### src/rtl/multicycle_control_fsm.sv
// Multicycle control sequencer: walks each instruction through fetch/decode/execute/memory/writeback.
// States: 0 idle | 1 fetch | 2 decode | 3 memadr | 4 memrd | 5 memwb | 6 memwr | 7 exec | 8 aluwb | 9 branch | 10 jump | 11 jal | 12 mdu | 13 trap
module multicycle_control_fsm #(
  parameter int OPC_W       = 6,
  parameter int ALUOP_W     = 6,
  parameter int ALU_ADD     = 3,
  parameter int MDU_LAT     = 4,
  parameter int MEM_WAIT_EN = 1
) (
  input  logic               clk,
  input  logic               reset,
  input  logic [OPC_W-1:0]   opcode,
  input  logic               mem_ready,
  output logic               PCWrite,
  output logic               PCWriteCond,
  output logic               IorD,
  output logic               MemRead,
  output logic               MemWrite,
  output logic               IRWrite,
  output logic               MemtoReg,
  output logic               RegDst,
  output logic               RegWrite,
  output logic               ALUSrcA,
  output logic               LinkSel,
  output logic               mdu_start,
  output logic [1:0]         ALUSrcB,
  output logic [1:0]         PCSource,
  output logic [ALUOP_W-1:0] ALUOp,
  output logic               illegal_op,
  output logic [3:0]         state
);

  typedef enum logic [3:0] {
    S_IDLE   = 4'd0,
    S_FETCH  = 4'd1,
    S_DECODE = 4'd2,
    S_MEMADR = 4'd3,
    S_MEMRD  = 4'd4,
    S_MEMWB  = 4'd5,
    S_MEMWR  = 4'd6,
    S_EXEC   = 4'd7,
    S_ALUWB  = 4'd8,
    S_BRANCH = 4'd9,
    S_JUMP   = 4'd10,
    S_JAL    = 4'd11,
    S_MDU    = 4'd12,
    S_TRAP   = 4'd13
  } state_t;

  typedef struct packed {
    logic               pc_write;
    logic               pc_write_cond;
    logic               iord;
    logic               mem_read;
    logic               mem_write;
    logic               mem_to_reg;
    logic               reg_dst;
    logic               reg_write;
    logic               alu_src_a;
    logic               link_sel;
    logic               mdu_start;
    logic [1:0]         alu_src_b;
    logic [1:0]         pc_source;
    logic [ALUOP_W-1:0] alu_op;
  } ctrl_t;

  localparam int CNT_W = (MDU_LAT > 0) ? $clog2(MDU_LAT + 1) : 1;

  localparam logic [OPC_W-1:0] OP_RTYPE  = OPC_W'(0);
  localparam logic [OPC_W-1:0] OP_ADDI   = OPC_W'(1);
  localparam logic [OPC_W-1:0] OP_LW     = OPC_W'(4);
  localparam logic [OPC_W-1:0] OP_SW     = OPC_W'(5);
  localparam logic [OPC_W-1:0] OP_BR6    = OPC_W'(6);
  localparam logic [OPC_W-1:0] OP_SRA    = OPC_W'(7);
  localparam logic [OPC_W-1:0] OP_BR_LO  = OPC_W'(8);
  localparam logic [OPC_W-1:0] OP_BR_HI  = OPC_W'(13);
  localparam logic [OPC_W-1:0] OP_JUMP   = OPC_W'(14);
  localparam logic [OPC_W-1:0] OP_IMUL   = OPC_W'(15);
  localparam logic [OPC_W-1:0] OP_DIVI   = OPC_W'(16);
  localparam logic [OPC_W-1:0] OP_JAL    = OPC_W'(17);
  localparam logic [OPC_W-1:0] OP_ALU18  = OPC_W'(18);

  state_t           state_q, state_d;
  logic [CNT_W-1:0] cnt_q, cnt_d;
  ctrl_t            ctrl_q;
  logic             illegal_q;
  logic             mem_ok;
  logic             fetch_adv;
  logic             is_mdu;

  assign mem_ok = (MEM_WAIT_EN != 0) ? mem_ready : 1'b1;
  assign is_mdu = (opcode == OP_IMUL) || (opcode == OP_DIVI);

  function automatic state_t decode_target(input logic [OPC_W-1:0] opc);
    if (opc == OP_RTYPE || opc == OP_ADDI || opc == OP_SRA ||
        opc == OP_IMUL  || opc == OP_DIVI || opc == OP_ALU18)
      return S_EXEC;
    if (opc == OP_LW || opc == OP_SW)
      return S_MEMADR;
    if (opc == OP_BR6 || (opc >= OP_BR_LO && opc <= OP_BR_HI))
      return S_BRANCH;
    if (opc == OP_JUMP)
      return S_JUMP;
    if (opc == OP_JAL)
      return S_JAL;
    return S_TRAP;
  endfunction

  function automatic logic [ALUOP_W-1:0] exec_aluop(input logic [OPC_W-1:0] opc);
    if (opc == OP_ADDI || opc == OP_SRA)  return ALUOP_W'(2);
    if (opc == OP_IMUL || opc == OP_DIVI) return ALUOP_W'(15);
    if (opc == OP_ALU18)                  return ALUOP_W'(17);
    return ALUOP_W'(0);
  endfunction

  // Control word for the state being entered; latched alongside the state register.
  function automatic ctrl_t decode_ctrl(input state_t s, input logic [OPC_W-1:0] opc);
    ctrl_t c;
    c = '0;
    case (s)
      S_FETCH: begin
        c.mem_read  = 1'b1;
        c.alu_src_b = 2'b01;
        c.alu_op    = ALUOP_W'(ALU_ADD);
      end
      S_DECODE: begin
        c.alu_src_b = 2'b11;
        c.alu_op    = ALUOP_W'(ALU_ADD);
      end
      S_MEMADR: begin
        c.alu_src_a = 1'b1;
        c.alu_src_b = 2'b10;
        c.alu_op    = ALUOP_W'(ALU_ADD);
      end
      S_MEMRD: begin
        c.mem_read = 1'b1;
        c.iord     = 1'b1;
      end
      S_MEMWB: begin
        c.reg_write  = 1'b1;
        c.mem_to_reg = 1'b1;
      end
      S_MEMWR: begin
        c.mem_write = 1'b1;
        c.iord      = 1'b1;
      end
      S_EXEC, S_MDU: begin
        c.alu_src_a = 1'b1;
        c.alu_src_b = (opc == OP_RTYPE) ? 2'b00 : 2'b10;
        c.alu_op    = exec_aluop(opc);
        c.mdu_start = (s == S_EXEC) && ((opc == OP_IMUL) || (opc == OP_DIVI));
      end
      S_ALUWB: begin
        c.reg_write = 1'b1;
        c.reg_dst   = (opc == OP_RTYPE) || (opc == OP_IMUL) ||
                      (opc == OP_DIVI)  || (opc == OP_ALU18);
      end
      S_BRANCH: begin
        c.alu_src_a     = 1'b1;
        c.pc_write_cond = 1'b1;
        c.pc_source     = 2'b01;
        c.alu_op        = (opc == OP_BR6) ? ALUOP_W'(1) : ALUOP_W'(opc);
      end
      S_JUMP: begin
        c.pc_write  = 1'b1;
        c.pc_source = 2'b10;
        c.alu_op    = ALUOP_W'(14);
      end
      S_JAL: begin
        c.pc_write  = 1'b1;
        c.pc_source = 2'b10;
        c.reg_write = 1'b1;
        c.link_sel  = 1'b1;
        c.alu_op    = ALUOP_W'(16);
      end
      default: c = '0;
    endcase
    return c;
  endfunction

  always_comb begin
    state_d = state_q;
    cnt_d   = cnt_q;
    case (state_q)
      S_IDLE:   state_d = S_FETCH;
      S_FETCH:  if (mem_ok) state_d = S_DECODE;
      S_DECODE: state_d = decode_target(opcode);
      S_MEMADR: state_d = (opcode == OP_SW) ? S_MEMWR : S_MEMRD;
      S_MEMRD:  if (mem_ok) state_d = S_MEMWB;
      S_MEMWB:  state_d = S_FETCH;
      S_MEMWR:  if (mem_ok) state_d = S_FETCH;
      S_EXEC: begin
        if (is_mdu && (MDU_LAT > 0)) begin
          state_d = S_MDU;
          cnt_d   = CNT_W'(MDU_LAT - 1);
        end else begin
          state_d = S_ALUWB;
        end
      end
      // Counter is preloaded with MDU_LAT-1 so the dwell is exactly MDU_LAT cycles.
      S_MDU: begin
        if (cnt_q == '0) state_d = S_ALUWB;
        else             cnt_d   = cnt_q - 1'b1;
      end
      S_ALUWB, S_BRANCH, S_JUMP, S_JAL: state_d = S_FETCH;
      S_TRAP:   state_d = S_TRAP;
      default:  state_d = S_IDLE;
    endcase
  end

  always_ff @(posedge clk) begin
    if (reset) begin
      state_q   <= S_IDLE;
      cnt_q     <= '0;
      ctrl_q    <= '0;
      illegal_q <= 1'b0;
    end else begin
      state_q <= state_d;
      cnt_q   <= cnt_d;
      ctrl_q  <= decode_ctrl(state_d, opcode);
      if (state_d == S_TRAP) illegal_q <= 1'b1;
    end
  end

  // IR load and PC increment in FETCH follow the live memory handshake.
  assign fetch_adv   = (state_q == S_FETCH) && mem_ok;

  assign PCWrite     = ctrl_q.pc_write | fetch_adv;
  assign IRWrite     = fetch_adv;
  assign PCWriteCond = ctrl_q.pc_write_cond;
  assign IorD        = ctrl_q.iord;
  assign MemRead     = ctrl_q.mem_read;
  assign MemWrite    = ctrl_q.mem_write;
  assign MemtoReg    = ctrl_q.mem_to_reg;
  assign RegDst      = ctrl_q.reg_dst;
  assign RegWrite    = ctrl_q.reg_write;
  assign ALUSrcA     = ctrl_q.alu_src_a;
  assign LinkSel     = ctrl_q.link_sel;
  assign mdu_start   = ctrl_q.mdu_start;
  assign ALUSrcB     = ctrl_q.alu_src_b;
  assign PCSource    = ctrl_q.pc_source;
  assign ALUOp       = ctrl_q.alu_op;
  assign illegal_op  = illegal_q;
  assign state       = state_q;

endmodule

### config.mk
export PLATFORM = sky130hd
export DESIGN_NAME = multicycle_control_fsm
export DESIGN_NICKNAME = d
export VERILOG_FILES = /design/src/rtl/multicycle_control_fsm.sv
export SDC_FILE = /design/constraint.sdc
export NUM_CORES = 1
export LEC_CHECK = 0
export CAP_MARGIN = 0
export CORE_ASPECT_RATIO = 0.75
export CORE_MARGIN = 2
export CORE_UTILIZATION = 45
export CTS_CLUSTER_DIAMETER = 150
export CTS_CLUSTER_SIZE = 20
export DETAILED_ROUTE_END_ITERATION = 10
export HOLD_SLACK_MARGIN = 0.06
export PLACE_DENSITY = 0.79
export RECOVER_POWER = 25
export SLEW_MARGIN = 20
export SYNTH_ARGS = -nofsm -noshare
export SYNTH_HDL_FRONTEND = slang
export SYNTH_SLANG_ARGS = --single-unit
### constraint.sdc
create_clock -name clk -period 2.7 [get_ports clk]
set_input_delay 0.27 -clock clk [delete_from_list [all_inputs] [get_ports clk]]
set_output_delay 0.27 -clock clk [all_outputs]
set_load 0.005 [all_outputs]
Word-level counts from Yosys, hierarchy flattened
Index checks and enable logic that the tools add are counted.

storage, ports and cells
  register bits = 29
  input port bits = 9
  output and inout port bits = 27
  logic and storage cells = 164

cells by class
  add/sub/neg operators = 1
  magnitude comparators = 2
  eq/ne operators = 38
  muxes and demuxes = 73
  bitwise gates (word level) = 3
  reduce and logical (&&, ||, !) cells = 30

operator list
  operator              count
  $mux W4               15
  $eq A4 B4 Y1 const B  12
  $mux W6               7
  $mux W1               41
  $pmux W4 S9           1
  $eq A4 B3 Y1 const B  8
  $pmux W6 S5           1
  $eq A6 B3 Y1 const B  4
  $eq A6 B5 Y1 const B  3
  $eq A4 B2 Y1 const B  4
  $eq A6 B4 Y1 const B  2
  $logic_or A1 B1 Y1    12
  $reduce_or A2 Y1      6
  $mux W3               3
  $eq A4 B1 Y1 const B  2
  $pmux W2 S4           1
  $eq A6 B1 Y1 const B  1
  $ge A6 B4 Y1 const B  1
  $le A6 B4 Y1 const B  1
  $logic_not A6 Y1      1
  $pmux W3 S2           1
  $reduce_or A3 Y1      2
  $reduce_or A6 Y1      1
  $logic_not A4 Y1      1
  11 further kinds      16

Depth between registers and ports, before layout
  depth after elaboration = 43
  mapped depth = 9
  mapped depth without buffers = 8

Least setup slack after synthesis
No wires, ideal clock.

  path kind = reg2reg
  start point = register state_q[1] (netlist: state[1])
  end point = register ctrl_q (netlist bit mdu_start)
  arrival = 1.907 ns
  path slack = 0.720 ns
  stages on the path, launching flop included = 9
  period minus slack after synthesis = 1.980 ns
  path through = dfxtp_1 > or3b_4 > nor2_4 > o2111ai_1 > and3_1 > buf_6 > and2_4 > or3_4 > nor3_2

on the way
  word-level cells in the longest chain between the ends = 7
  elaborated cells on any way between the ends = 26
  classes of those cells = eq/ne (15); mux (5); bitwise (1); reduce/logical (5)

ends and longest elaborated chain
  element                                              line  RTL
  start: declaration                                   83    state_t state_q, state_d;
  start signal: assignment                             218   state_q <= state_d;
  $eq A4 B4 Y1, or another cell as far along           184   case (state_q)
  $reduce_or A6 Y1 (no line)                           --
  $pmux W4 S9 *                                        184
  $eq A4 B3 Y1 / $eq A4 B4 Y1 (equally long branches)  --
  $reduce_or A2 Y1                                     --
  $not A1 Y1 (no line)                                 --
  $reduce_or A2 Y1 (no line)                           --
  end signal: assignment                               220   ctrl_q <= decode_ctrl(state_d, opcode);
  end: declaration                                     85    ctrl_t ctrl_q;

Mark *: on every way between the ends. The rest lies on a longest branch, timed or not.
A chain may end at the register's enable or synchronous reset.

Final worst setup path
Ends and elaborated chain as after synthesis.

==> metrics.md <==
| Metric | Value |
|---|---|
| Required time worst endpoint | `2.90 ns` |
| Tmin final | `2.38 ns` |
| Clock root buffer master | `clkbuf_8` |
| Worst-Margin Slew | `0.515 ns` |
| Final clock skew | `0.000681 ns` |
| Post-DR vias/cell | `5.40` |
| Area after DPL | `0.00191 mm^2` |
| Clock latency on the worst-skew pair | `0.26 ns` |
| Main synth FF type | `dfxtp_1` |
| Synth Cell Area | `0.00160 mm^2` |
| Pwr Density | `451 mW/mm^2` |
| First-pass GRT wire length | `6.08 mm` |
| Die Y | `55.6 um` |
| Top post-synthesis cells by area | `dfxtp_1 (35%), nor2_1 (5.4%), buf_4 (4.7%), nand2_1 (3.8%), buf_2 (2.8%)` |
| Core Area | `0.00333 mm^2` |
| Max-cap violations | `0` |
| Post-CTS sizing | `0` |
| Num ports | `36` |
| Post-synth cell types | `54` |
| Final core occ | `0.590` |
| Final WL | `3.51 mm` |
| GRT overflow | `0` |
| Period utilisation layout | `0.882` |
| DP HPWL | `2.74 mm` |
| CTS tree | `done` |
| Delay-heaviest family, CP | `simple AND/OR/NAND/NOR gates` |
| WL/cell | `13.5 um` |
| Met2 usage | `0.261` |
| Critical path type | `flip-flop to flip-flop` |
| Syn_area_per_cell | `8.16 um^2` |
| Synthesis Warnings | `0` |
| Hold-fix buffers, CTS | `0` |
| Met3 Usage GRT | `0.0380` |
| Relative slew slack | `0.653` |
| Max Fclk | `0.420 GHz` |
| Critical Path End Type | `flip-flop` |
| Die ar. | `0.00405 mm^2` |
| Die X | `72.8 um` |
| Count leader, synth | `dfxtp_1` |
| H-tree levels | `1` |
| Fin. max-slew vios | `0` |
| Final net count | `231` |
| Final hold vios | `0` |
| Number of synthesized flops with an enable pin | `0` |
| Layout cell share with drive strength beyond 1 | `0.110` |
| Post-synth top area cell | `dfxtp_1` |
| Commonest cells post-synth | `dfxtp_1 (28), nor2_1 (23), nand2_1 (16)` |
| Clock-pin slew on the worst setup and hold paths | `0.09 ns` |
| Via Count | `1398` |
| Yosys top cell area share | `0.351` |
| Syn nets | `207` |
| Fin Setup TNS | `0 ns` |
| Leak | `0.751 nW` |
| RSZ-0062 raised after global routing | `false` |
| CP bufs+invs | `0` |
| # setup viols final | `0` |
| Worst hold path type | `flip-flop to flip-flop` |
| Most Used Layer, Global Route | `met1` |
| Status | `finished, final reports clean` |
| Total track usage | `0.185` |
| DRC viols | `0` |
| Cell chain of the critical path | `or3b_4 -> nor2_4 -> o2111ai_1 -> and3_1 -> and2_4 -> or3_4 -> nor3_2` |
| Cell area after layout | `0.00197 mm^2` |
| Pre-Repair DR Iteration Count | `4` |
| Synthesized instance count | `196` |
| Worst VDD drop | `0.000314 V` |
| Layout Area Growth over Synthesis | `23.1%` |
| GRT met1 Usage | `0.293` |
| Worst EP arrival | `2.58 ns` |
| Max stage delay on crit path | `0.56 ns` |
| Critical Path Start Type | `flip-flop` |
| Ant diodes | `0` |
| DP Cell Count | `255` |
| Sequential area share after synthesis | `0.351` |
| Initial antenna violation count | `0` |
| Post-route ant nets | `0` |
| Final Non-Filler Cells | `259` |
| Starting Density | `0.480` |
| Crit path max-delay cell type | `dfxtp_1` |
| TritonCTS sink count | `28` |
| Postcts setup bufs | `0` |
| GPL Wtd Cong | `0.933` |
| Num CTS Buffers | `3` |
| Seq cells post-synth | `28` |
| Crit-path max FO | `12` |
| Row count | `18` |
| Ys async rst share | `0` |
| IO Port Bufs | `35` |
| Initial drt markers | `168` |
| Vias in the first global route | `1258` |
| Max clock buf depth | `2` |
| Largest net degree at the start of global routing | `16` |
worst reg2reg max path, delay by kind of cell, from the launching register on:
| kind | cells | cell delay, ns |
|---|---|---|
| DFF | 1 | 0.56 |
| AOI/OAI and AO/OA | 1 | 0.12 |
| and+or+nand+nor | 6 | 1.63 |
cells by family after synthesis:
| group | count (synthesis) | share of synthesized area |
|---|---|---|
| simple gates | 91 | 0.324 |
| compound gates | 43 | 0.193 |
| buf+inv | 29 | 0.103 |
| flops | 28 | 0.351 |
| xor+xnor | 2 | 0.0110 |
| fa+ha+maj | 2 | 0.0156 |
| other cells | 1 | 0.00235 |
stage by stage:
stage	total power [mW]	setup WS (ns)	hold slack [ns]
after floorplan	0.582	0.720	0.349
after global placement	0.648	0.159	0.451
after detailed placement	0.649	0.107	0.465
after CTS	0.896	0.347	0.487
after global routing	0.938	0.194	0.497
final	0.887	0.318	0.481
sequential cells by signal, summed over array words and instances, names as in the netlist:
signal / flops
ALUOp: 6
state: 4
cnt_q: 3
ALUSrcB: 2
PCSource: 2
ALUSrcA: 1
IorD: 1
LinkSel: 1
MemRead: 1
MemWrite: 1
MemtoReg: 1
RegDst: 1
RegWrite: 1
ctrl_q: 1
illegal_op: 1
mdu_start: 1
metal layers:
layer	wire [um]	vias up
met4	14	0
li1	-	725
met1	1890	629
met2	1410	42
met5	0	-
met3	188	2
where the power goes:
| part | internal [mW] | leakage [nW] | total (mW) | switching, mW |
|---|---|---|---|---|
| sequential | 0.431 | 0.228 | 0.446 | 0.0144 |
| combinational | 0.0946 | 0.494 | 0.192 | 0.0972 |
| clock | 0.130 | 0.0288 | 0.250 | 0.120 |
| total | 0.656 | 0.751 | 0.887 | 0.231 |
path summary, 6_finish.rpt:
check	slack (ns)	start	to	cells after the start
hold / removal	0.48	illegal_op	illegal_op	2
setup reg to reg	0.32	state[1]	mdu_start	7
hold reg to reg	0.48	illegal_op	illegal_op	2
setup / recovery	0.32	state[1]	mdu_start	7
cell type report:
cell class              instances  area (um^2)
fillers                       316         1370
multi-input cells             139          873
flip-flops and latches         28          561
repair buffers                 43          410
clock buffers                   4         55.1
well taps                      40         50.0
inverters                       5         18.8
cell usage in the layout, fill, tap and decap left out, drive strengths merged, types with 2 or more instances in the layout:
cell,count
clkbuf,4
dfxtp,28
nand2b,4
nand2,16
o21ai,12
nor2b,5
a31oi,6
a22oi,2
nand3,8
nor4b,4
dlygate4sd3,13
a21boi,3
a21oi,4
nor2,24
inv,5
clkdlybuf4s50,22
nor3,9
xor2,2
o21a,3
a21o,2
a32oi,2
nand4bb,2
or3,2
and2,5
and3,4
ha,2
buf,8
Note: power is estimated with default switching activity, not from simulation.
